===== src/rtl/sweep_pkg.sv =====
// Shared types and constants for the truth-table sweeper and its benches.
// Exports the sweep FSM state enum, the default input count, and the golden table of f.
// f: S = (~A | C) & (A | B) & (B | C); bit i of F_TRUTH is S for input vector i (A=MSB).
package sweep_pkg;

    typedef enum logic [1:0] {
        IDLE   = 2'd0,
        APPLY  = 2'd1,
        SAMPLE = 2'd2,
        DONE   = 2'd3
    } state_e;

    localparam int N_IN_DEF = 3;

    localparam logic [7:0] F_TRUTH = 8'hAC;

endpackage


===== src/rtl/truth_table_sweeper_settle_timer.sv =====
// Down-counter that times how long each vector is held before S is sampled.
// Ports: clk/rst (sync, active-high), load_i restarts at SETTLE-1, en_i counts down,
//        expired_o high while the count is zero (the final hold cycle).
module settle_timer #(
    parameter int SETTLE = 1
) (
    input  logic clk,
    input  logic rst,
    input  logic load_i,
    input  logic en_i,
    output logic expired_o
);

    localparam int CW = (SETTLE > 1) ? $clog2(SETTLE) : 1;

    logic [CW-1:0] cnt_q;
    logic [CW-1:0] cnt_d;

    // Loaded on the edge that enters APPLY, so the first APPLY cycle already
    // sees SETTLE-1 and the hold lasts exactly SETTLE cycles.
    always_comb begin
        cnt_d = cnt_q;
        if (load_i) begin
            cnt_d = CW'(SETTLE - 1);
        end else if (en_i && (cnt_q != '0)) begin
            cnt_d = cnt_q - CW'(1);
        end
    end

    always_ff @(posedge clk) begin
        if (rst) begin
            cnt_q <= '0;
        end else begin
            cnt_q <= cnt_d;
        end
    end

    assign expired_o = (cnt_q == '0);

endmodule


===== src/rtl/truth_table_sweeper.sv =====
// Sweeps every input vector of an external combinational function, captures S
// per vector into a truth-table word, and compares it against a golden table.
// Ports: start (sampled in IDLE), s_in (S of the DUT), vec_out (A=MSB..C=LSB),
//        busy/done status, table_out/mismatch_cnt/pass results held until next start.
module truth_table_sweeper
    import sweep_pkg::*;
#(
    parameter int                      N_IN     = N_IN_DEF,
    parameter int                      SETTLE   = 1,
    parameter logic [(2**N_IN)-1:0]    EXPECTED = F_TRUTH
) (
    input  logic                   clk,
    input  logic                   rst,
    input  logic                   start,
    input  logic                   s_in,
    output logic [N_IN-1:0]        vec_out,
    output logic                   busy,
    output logic                   done,
    output logic [(2**N_IN)-1:0]   table_out,
    output logic [N_IN:0]          mismatch_cnt,
    output logic                   pass
);

    localparam int NVEC = 2**N_IN;
    localparam int CW   = N_IN + 1;

    state_e            state_q;
    state_e            state_d;
    logic [N_IN-1:0]   idx_q;
    logic [NVEC-1:0]   table_q;
    logic [CW-1:0]     cnt_q;
    logic              pass_q;

    logic              tmr_load;
    logic              tmr_expired;
    logic              last_vec;
    logic              miss;

    assign last_vec = (idx_q == N_IN'(NVEC - 1));
    assign miss     = (s_in != EXPECTED[idx_q]);

    settle_timer #(
        .SETTLE (SETTLE)
    ) u_settle_timer (
        .clk       (clk),
        .rst       (rst),
        .load_i    (tmr_load),
        .en_i      (state_q == APPLY),
        .expired_o (tmr_expired)
    );

    // State register
    always_ff @(posedge clk) begin
        if (rst) begin
            state_q <= IDLE;
        end else begin
            state_q <= state_d;
        end
    end

    // Next-state logic; the timer is reloaded on every transition into APPLY
    always_comb begin
        state_d  = state_q;
        tmr_load = 1'b0;
        case (state_q)
            IDLE: begin
                if (start) begin
                    state_d  = APPLY;
                    tmr_load = 1'b1;
                end
            end
            APPLY: begin
                if (tmr_expired) begin
                    state_d = SAMPLE;
                end
            end
            SAMPLE: begin
                if (last_vec) begin
                    state_d = DONE;
                end else begin
                    state_d  = APPLY;
                    tmr_load = 1'b1;
                end
            end
            DONE: begin
                state_d = IDLE;
            end
            default: begin
                state_d = IDLE;
            end
        endcase
    end

    // Capture and compare. pass is resolved on the last SAMPLE edge so it is
    // already valid during DONE and then simply holds.
    always_ff @(posedge clk) begin
        if (rst) begin
            idx_q   <= '0;
            table_q <= '0;
            cnt_q   <= '0;
            pass_q  <= 1'b0;
        end else begin
            case (state_q)
                IDLE: begin
                    if (start) begin
                        idx_q   <= '0;
                        table_q <= '0;
                        cnt_q   <= '0;
                        pass_q  <= 1'b0;
                    end
                end
                SAMPLE: begin
                    table_q[idx_q] <= s_in;
                    cnt_q          <= cnt_q + CW'(miss);
                    if (last_vec) begin
                        pass_q <= (cnt_q == '0) && !miss;
                    end else begin
                        idx_q <= idx_q + N_IN'(1);
                    end
                end
                default: begin
                end
            endcase
        end
    end

    // Outputs
    always_comb begin
        vec_out = '0;
        busy    = 1'b0;
        done    = 1'b0;
        case (state_q)
            APPLY, SAMPLE: begin
                vec_out = idx_q;
                busy    = 1'b1;
            end
            DONE: begin
                busy = 1'b1;
                done = 1'b1;
            end
            default: begin
            end
        endcase
    end

    assign table_out    = table_q;
    assign mismatch_cnt = cnt_q;
    assign pass         = pass_q;

endmodule


===== config.mk =====
export PLATFORM = sky130hd
export DESIGN_NAME = truth_table_sweeper
export DESIGN_NICKNAME = d
export VERILOG_FILES = /design/src/rtl/sweep_pkg.sv /design/src/rtl/truth_table_sweeper_settle_timer.sv /design/src/rtl/truth_table_sweeper.sv
export SDC_FILE = /design/constraint.sdc
export NUM_CORES = 1
export LEC_CHECK = 0
export CAP_MARGIN = 20
export CORE_MARGIN = 4
export CORE_UTILIZATION = 50
export DETAILED_ROUTE_END_ITERATION = 8
export GPL_TIMING_DRIVEN = 1
export PLACE_DENSITY = 0.78
export SETUP_SLACK_MARGIN = 0.3
export SKIP_CTS_REPAIR_TIMING = 1
export SLEW_MARGIN = 20
export SYNTH_ARGS = -nofsm -noshare
export SYNTH_HDL_FRONTEND = slang
export SYNTH_SLANG_ARGS = --single-unit
export TNS_END_PERCENT = 5

===== constraint.sdc =====
create_clock -name clk -period 2 [get_ports clk]
set_input_delay 0.3 -clock clk [delete_from_list [all_inputs] [get_ports clk]]
set_output_delay 0.3 -clock clk [all_outputs]
set_load 0.01 [all_outputs]

Word-level counts from Yosys, hierarchy flattened. Memory sizes are Yosys's and may differ from the RTL's. A register that Yosys moved wholly into a read port is not among the register bits. Cells that the tools add are included.

Add/sub/neg operators: 3. $lt $le $gt $ge: 2. Equality and inequality tests: 9. Mux-type cells: 26. Reductions and logical operators: 14.

Operators with widths (count): 8-bit one-hot mux with 2 select lines (1); 3-bit two-way mux (5); 8-bit bitwise mux (1); 1-bit two-way mux (8); 8-bit two-way mux (1); 2-bit inequality test, second input constant (4); 2-bit one-hot mux with 4 select lines (1); 4-bit one-hot mux with 2 select lines (1); 2-bit two-way mux (3); 3-bit one-hot mux with 2 select lines (1); 3-bit AND reduction (2); 4-bit by 1-bit adder with 4-bit output (1); 2-bit == test, second input constant (2); 4-bit zero test (1); 3-bit by 4-bit < comparator with 1-bit output, second input constant (1); 4-bit two-way mux (1); 1-bit one-hot mux with 2 select lines (2); 2-bit AND reduction (2); 2-bit OR reduction (2); 3-bit by 1-bit adder with 3-bit output, second input constant (1); 1-bit demux with 3-bit select (1); 3-bit == test, second input constant (1); 3-bit by 1-bit greater-or-equal comparator with 1-bit output, second input constant (1); 1-bit logical AND (3); other kinds (7) (7).

Flip-flop bits (word level): 19. Memory bits (read-only): 8. Input port bits: 4. Output and inout bits: 18. Memories: 1.

Memories: (no name shown) (words 8, width 1, read ports 1, clocked after Yosys merged registers in 1, wr ports 0, line truth_table_sweeper.sv:40) `assign miss = (s_in != EXPECTED[idx_q]);`.

Longest topological paths before layout. Gate-level depths: netlist of the first run.

Word-level depth: 7. Gate-level depth with buffers: 7. Mapped depth without buffers: 7.

Hierarchy. A second synthesis of the first run with hierarchy kept.

Cells, all modules: 129. Area, all modules: 1126.1 um^2.

Modules (own cells, without submodules): truth_table_sweeper (instances 1, cells each 126, area an instance 1087.3 um^2, sequential area each 380.4 um^2); settle_timer (instances 1, cells each 3, area an instance 38.8 um^2, sequential area each 20.0 um^2).

Least setup slack after synthesis of the first run. No wires, ideal clock.

Kind: reg2reg. Start: register idx_q[0]. End: register with a tool-made name. Data arrival time: 1.573 ns. Data required time: 1.879 ns. Slack: 0.306 ns. Cell stages (with the launch flop): 6. Path buffers: 0. Cells stage by stage: dfxtp_1 -> ha_1 -> ha_1 -> and2b_2 -> a311oi_2 -> mux2_4.

RTL lines: start: declaration (line truth_table_sweeper.sv:29) `logic [N_IN-1:0] idx_q;`; start signal: assignment (line truth_table_sweeper.sv:118) `idx_q <= idx_q + N_IN'(1);`.

==> results of run 1 <==
## routing by layer
metal	up-vias	wire length (um)	share of wire	global-route usage
li1	526	-	-	-
met1	503	1220	0.45	0.219
met2	29	1300	0.49	0.280
met3	4	127	0.047	0.0559
met4	0	27	0.010	0.0694
met5	-	0	0	0
## synth_stat cells (2+ instances only)
cell | n | area (um^2)
ha_1 | 9 | 113
nand2_1 | 9 | 33.8
nand3_1 | 4 | 20.0
o21ai_0 | 11 | 55.1
a311oi_1 | 2 | 17.5
nand3b_1 | 2 | 15.0
a32oi_1 | 3 | 26.3
clkbuf_1 | 3 | 11.3
a21oi_1 | 19 | 95.1
nand2b_1 | 3 | 18.8
buf_2 | 3 | 15.0
dfxtp_1 | 20 | 400
inv_1 | 5 | 18.8
a31oi_1 | 2 | 12.5
and4_2 | 2 | 20.0
nor2b_1 | 2 | 12.5
and2b_2 | 2 | 17.5
nor2_1 | 9 | 33.8
and2_1 | 5 | 31.3
## metrics by stage
stage | std cells | hold WS [ns] | TNS, ns
after detailed placement | 181 | 0.468 | 0
after CTS | 185 | 0.485 | -0.401
after global routing | 185 | 0.508 | 0
after floorplan | 131 | 0.494 | 0
after global placement | 181 | 0.458 | 0
final | 185 | 0.483 | 0
## registers in the layout, indices dropped and copies added (netlist names), named ones only
signal	cells
state_q	2
u_settle_timer.cnt_q	1
pass	1
table_out	8
mismatch_cnt	4
idx_q	3
## cells by family after synthesis
group                      Yosys count  share of synthesized area
and+or+nand+nor                     44                      0.227
AOI/OAI and AO/OA                   42                      0.229
DFF                                 20                      0.357
buffers and inverters               12                     0.0468
adders and majority gates            9                      0.100
muxes                                3                     0.0323
xor gates and xnor gates             1                    0.00781
## worst paths after layout
path | startpoint | endpoint | slack, ns | depth (start not counted)
min reg2reg | table_out[2] | table_out[2] | 0.48 | 2
min | table_out[2] | table_out[2] | 0.48 | 2
max | idx_q[0] | flip-flop | 0.12 | 5
max reg2reg | idx_q[0] | flip-flop | 0.12 | 5
## report_power, final
part | leakage, nW | internal (mW) | switching, mW
Sequential | 0.163 | 0.418 | 0.0170
Clock | 0.0210 | 0.111 | 0.126
Combinational | 0.439 | 0.121 | 0.175
Total | 0.623 | 0.650 | 0.318
## final cells by class
class / count / area [um^2]
inverters: 5 / 18.8
clock buffers: 4 / 36.3
flip-flops and latches: 20 / 408
well taps: 27 / 33.8
repair buffers: 30 / 288
fillers: 184 / 588
multi-input cells: 99 / 669
## critical path: cells and delay by family, from the launching register on
| family | cells | cell delay, ns |
|---|---|---|
| adder cells (fa/ha/maj) | 2 | 0.45 |
| AO/OA/AOI/OAI | 1 | 0.37 |
| flip-flops | 1 | 0.35 |
| multiplexers | 1 | 0.33 |
| AND/OR/NAND/NOR | 1 | 0.29 |
==> impl_metrics.toml, run 1 <==
[outcome]
status = "complete, no violations"

[critical_path]
crit_required_ns = 2.20
slowest_stage = "a311oi_2"
crit_arrival_ns = 2.08
cp-end-kind = "flip-flop"
path_cells = "ha_1 > ha_1 > and2b_2 > a311oi_2 > mux2_4"
worst_path_most_repeated_cell = "ha_1"
cp_slowest_stage_delay_ns = 0.37
cp_max_fo = 7
start_kind = "flip-flop"
path_class = "flip-flop to flip-flop"

[die]
initial_utilization = 0.550
rows = 16
core-area_mm2 = 0.00204
dieArea_mm2 = 0.00307
num_io_pins = 22
die_y_um = 55.4
die_w_um = 55.4

[power_and_ir_drop]
power.total_uw = 968
leakage_nw = 0.623
ir_drop_mv = 0.490
power.density_mw_per_mm2 = 666

[sta]
max_freq_mhz = 532
finalSetupViolCount = 0
setup_slack_ns = 0.120
rsz0062_at_grt = "yes"
fin_crit_sh = 0.940
relSlewSlack = 0.786
period_minus_slack_ns = 1.88
finClkSkew_ns = 0.0102
drv_slew = 0
max_slew.worst_pin.slew_ns = 0.321
hold_violations = 0

[global_routing]
first_global_vias = 1011
grt_overflow = 0
grt_pass1_wl_mm = 4.46
antenna_found_initial = 0
grt_max_degree = 16
grt_usage = 0.176

[routing]
wl_mm = 2.68
vias_per_cell = 5.74
drt-initial-drc-count = 12
num_vias = 1062
ant_nets = 0
drt-pass1-iter-count = 4
wire_per_inst_um = 14.5
drc_errors = 0

[synthesis]
synth_nets = 144
yosysWarnings = 0
synthDistinctLibCells = 35
syn_area_per_cell_um2 = 8.57
yosys_most_used_dff = "dfxtp_1"
ys_ff_latch = 20
ys_seq_area_frac = 0.357
synthArstFlopShare = 0
synth-edff-count = 0
syn_area_mm2 = 0.00112
synth_cells = 131

[layout]
utilization = 0.712
antenna_cells = 0
area_growth_pct = 29.5
drive_gt1_frac = 0.165
final_cell_mix = "a21oi_1, dfxtp_1, clkdlybuf4s50_1, o21ai_0"
fin_nets = 172
design_area_mm2 = 0.00145
final_common_cell = "a21oi_1"

[placed_design]
dp_hpwl_mm = 1.98
place_ws_ns = 0.0865
portBuffers = 21
gp_congestion = 0.812
postPlaceCellArea_mm2 = 0.00140

[clocking]
worstSkewPairLatency_ns = 0.31
clock_path_buffers = 2
tritoncts = "done"
cts.sinks = 20
clockRootBuffer = "clkbuf_4"
ctsHtreeMaxLevel = 1
clk_pin_slew_ns = 0.10
cts_buffers = 3

[min_path]
hp-class = "flip-flop to flip-flop"

[job]
timing.max_cap.violations = 0
No activity file was read; power rests on OpenSTA's default activity.
==> run 2, diff against run 1 <==
- clock period: 2 -> 2.35 ns (I/O delays scaled with it)
==> impl_metrics.toml, run 2 (synthesis results as in run 1) <==
[critical_path]
path_class = "flip-flop to primary output"
crit_required_ns = 2.00
cp-end-kind = "primary output"
cp_max_fo = 5
crit_arrival_ns = 1.77
start_kind = "flip-flop"

[sta]
hold-worst-slack_ns = 0.481
relSlewSlack = 0.729
finalSetupViolCount = 0
period_minus_slack_ns = 2.12
fin_tns_setup_ns = 0
finClkSkew_ns = 0.00586
max_slew.worst_pin.slew_ns = 0.406
max_freq_mhz = 472
rsz0062_at_grt = "yes"
hold_violations = 0
fin_crit_sh = 0.902
drv_slew = 0

[placed_design]
postPlaceCellArea_mm2 = 0.00136
dp_hpwl_mm = 1.89
gp_congestion = 0.809
portBuffers = 21

[routing]
num_vias = 1031
vias_per_cell = 5.76
ant_nets = 0
drt-initial-drc-count = 17
wl_mm = 2.58
drt-pass1-iter-count = 4
drc_errors = 0
wire_per_inst_um = 14.4

[clocking]
clock_path_buffers = 2
ctsHtreeMaxLevel = 1
tritoncts = "done"
worstSkewPairLatency_ns = 0.30
clk_pin_slew_ns = 0.12
cts_buffers = 3
clockRootBuffer = "clkbuf_4"
cts.sinks = 20

[die]
die_w_um = 55.4
die_y_um = 55.4
dieArea_mm2 = 0.00307
num_io_pins = 22
rows = 16
initial_utilization = 0.550
core-area_mm2 = 0.00204

[layout]
fin_nets = 166
nFillCells = 184
final_common_cell = "clkdlybuf4s50_1"
register_area_um2 = 408
drive_gt1_frac = 0.138
area_growth_pct = 24.9
antenna_cells = 0
multi_input_area_um2 = 672
largest_register_ffs = 8
final_cell_mix = "clkdlybuf4s50_1, a21oi_1, dfxtp_1, o21ai_0"
design_area_mm2 = 0.00140

[global_routing]
grt_overflow = 0
grt_max_degree = 17
first_global_vias = 959
grt_usage = 0.171
antenna_found_initial = 0
grt_pass1_wl_mm = 4.42

[job]
timing.max_cap.violations = 0

[power_and_ir_drop]
ir_drop_mv = 0.465
leakage_nw = 0.524
power.density_mw_per_mm2 = 585

[outcome]
status = "complete, no violations"

[min_path]
hp-class = "flip-flop to flip-flop"
run 2: changes by cell type in the layout (fill, tap and decap cells not counted):
cell             delta
buf_4               -6
ha_2                +1
dlymetal6s2s_1      -4
ha_1                -1
clkdlybuf4s50_1     +4
run 2: routing by layer:
layer,global-route usage,wire (um),vias to the layer above
li1,-,-,513
met1,0.239,1270,482
met2,0.270,1180,32
met3,0.0256,97,4
met4,0.0451,27,0
met5,0,0,-
run 2: cell type report:
class | count | share of cell area
multi-input combinational | 99 | 0.479
sequential | 20 | 0.291
timing repair buffer | 24 | 0.166
clock buffer | 4 | 0.0259
tap | 27 | 0.0241
inverter | 5 | 0.0134
run 2: worst max-delay path: stages (launching register included):
cell	delay, ns
dfxtp_4	0.39
inv_1	0.08
ha_1	0.32
and2_1	0.14
clkdlybuf4s50_1	0.54
run 2: power by group:
group / switching (mW) / internal (mW)
clock network: 0.107 / 0.0945
logic: 0.151 / 0.0971
registers: 0.0154 / 0.356
run 2: worst paths after layout:
path	from	endpoint	slack, ns	cells after the start
min	table_out[5]	table_out[5]	0.48	2
max reg2reg	idx_q[1]	flip-flop	0.30	5
max	state_q[0]	vec_out[1]	0.23	4
min reg2reg	table_out[5]	table_out[5]	0.48	2
run 2: through the flow:
| stage | cells | total power, mW | util | setup WS (ns) |
|---|---|---|---|---|
| after floorplan | 131 | 0.537 | - | 0.656 |
| after global placement | 175 | 0.610 | 0.664 | 0.393 |
| after detailed placement | 175 | 0.616 | 0.664 | 0.322 |
| after CTS | 179 | 0.816 | 0.681 | 0.146 |
| after global routing | 179 | 0.871 | 0.686 | 0.158 |
| final | 179 | 0.820 | 0.686 | 0.230 |
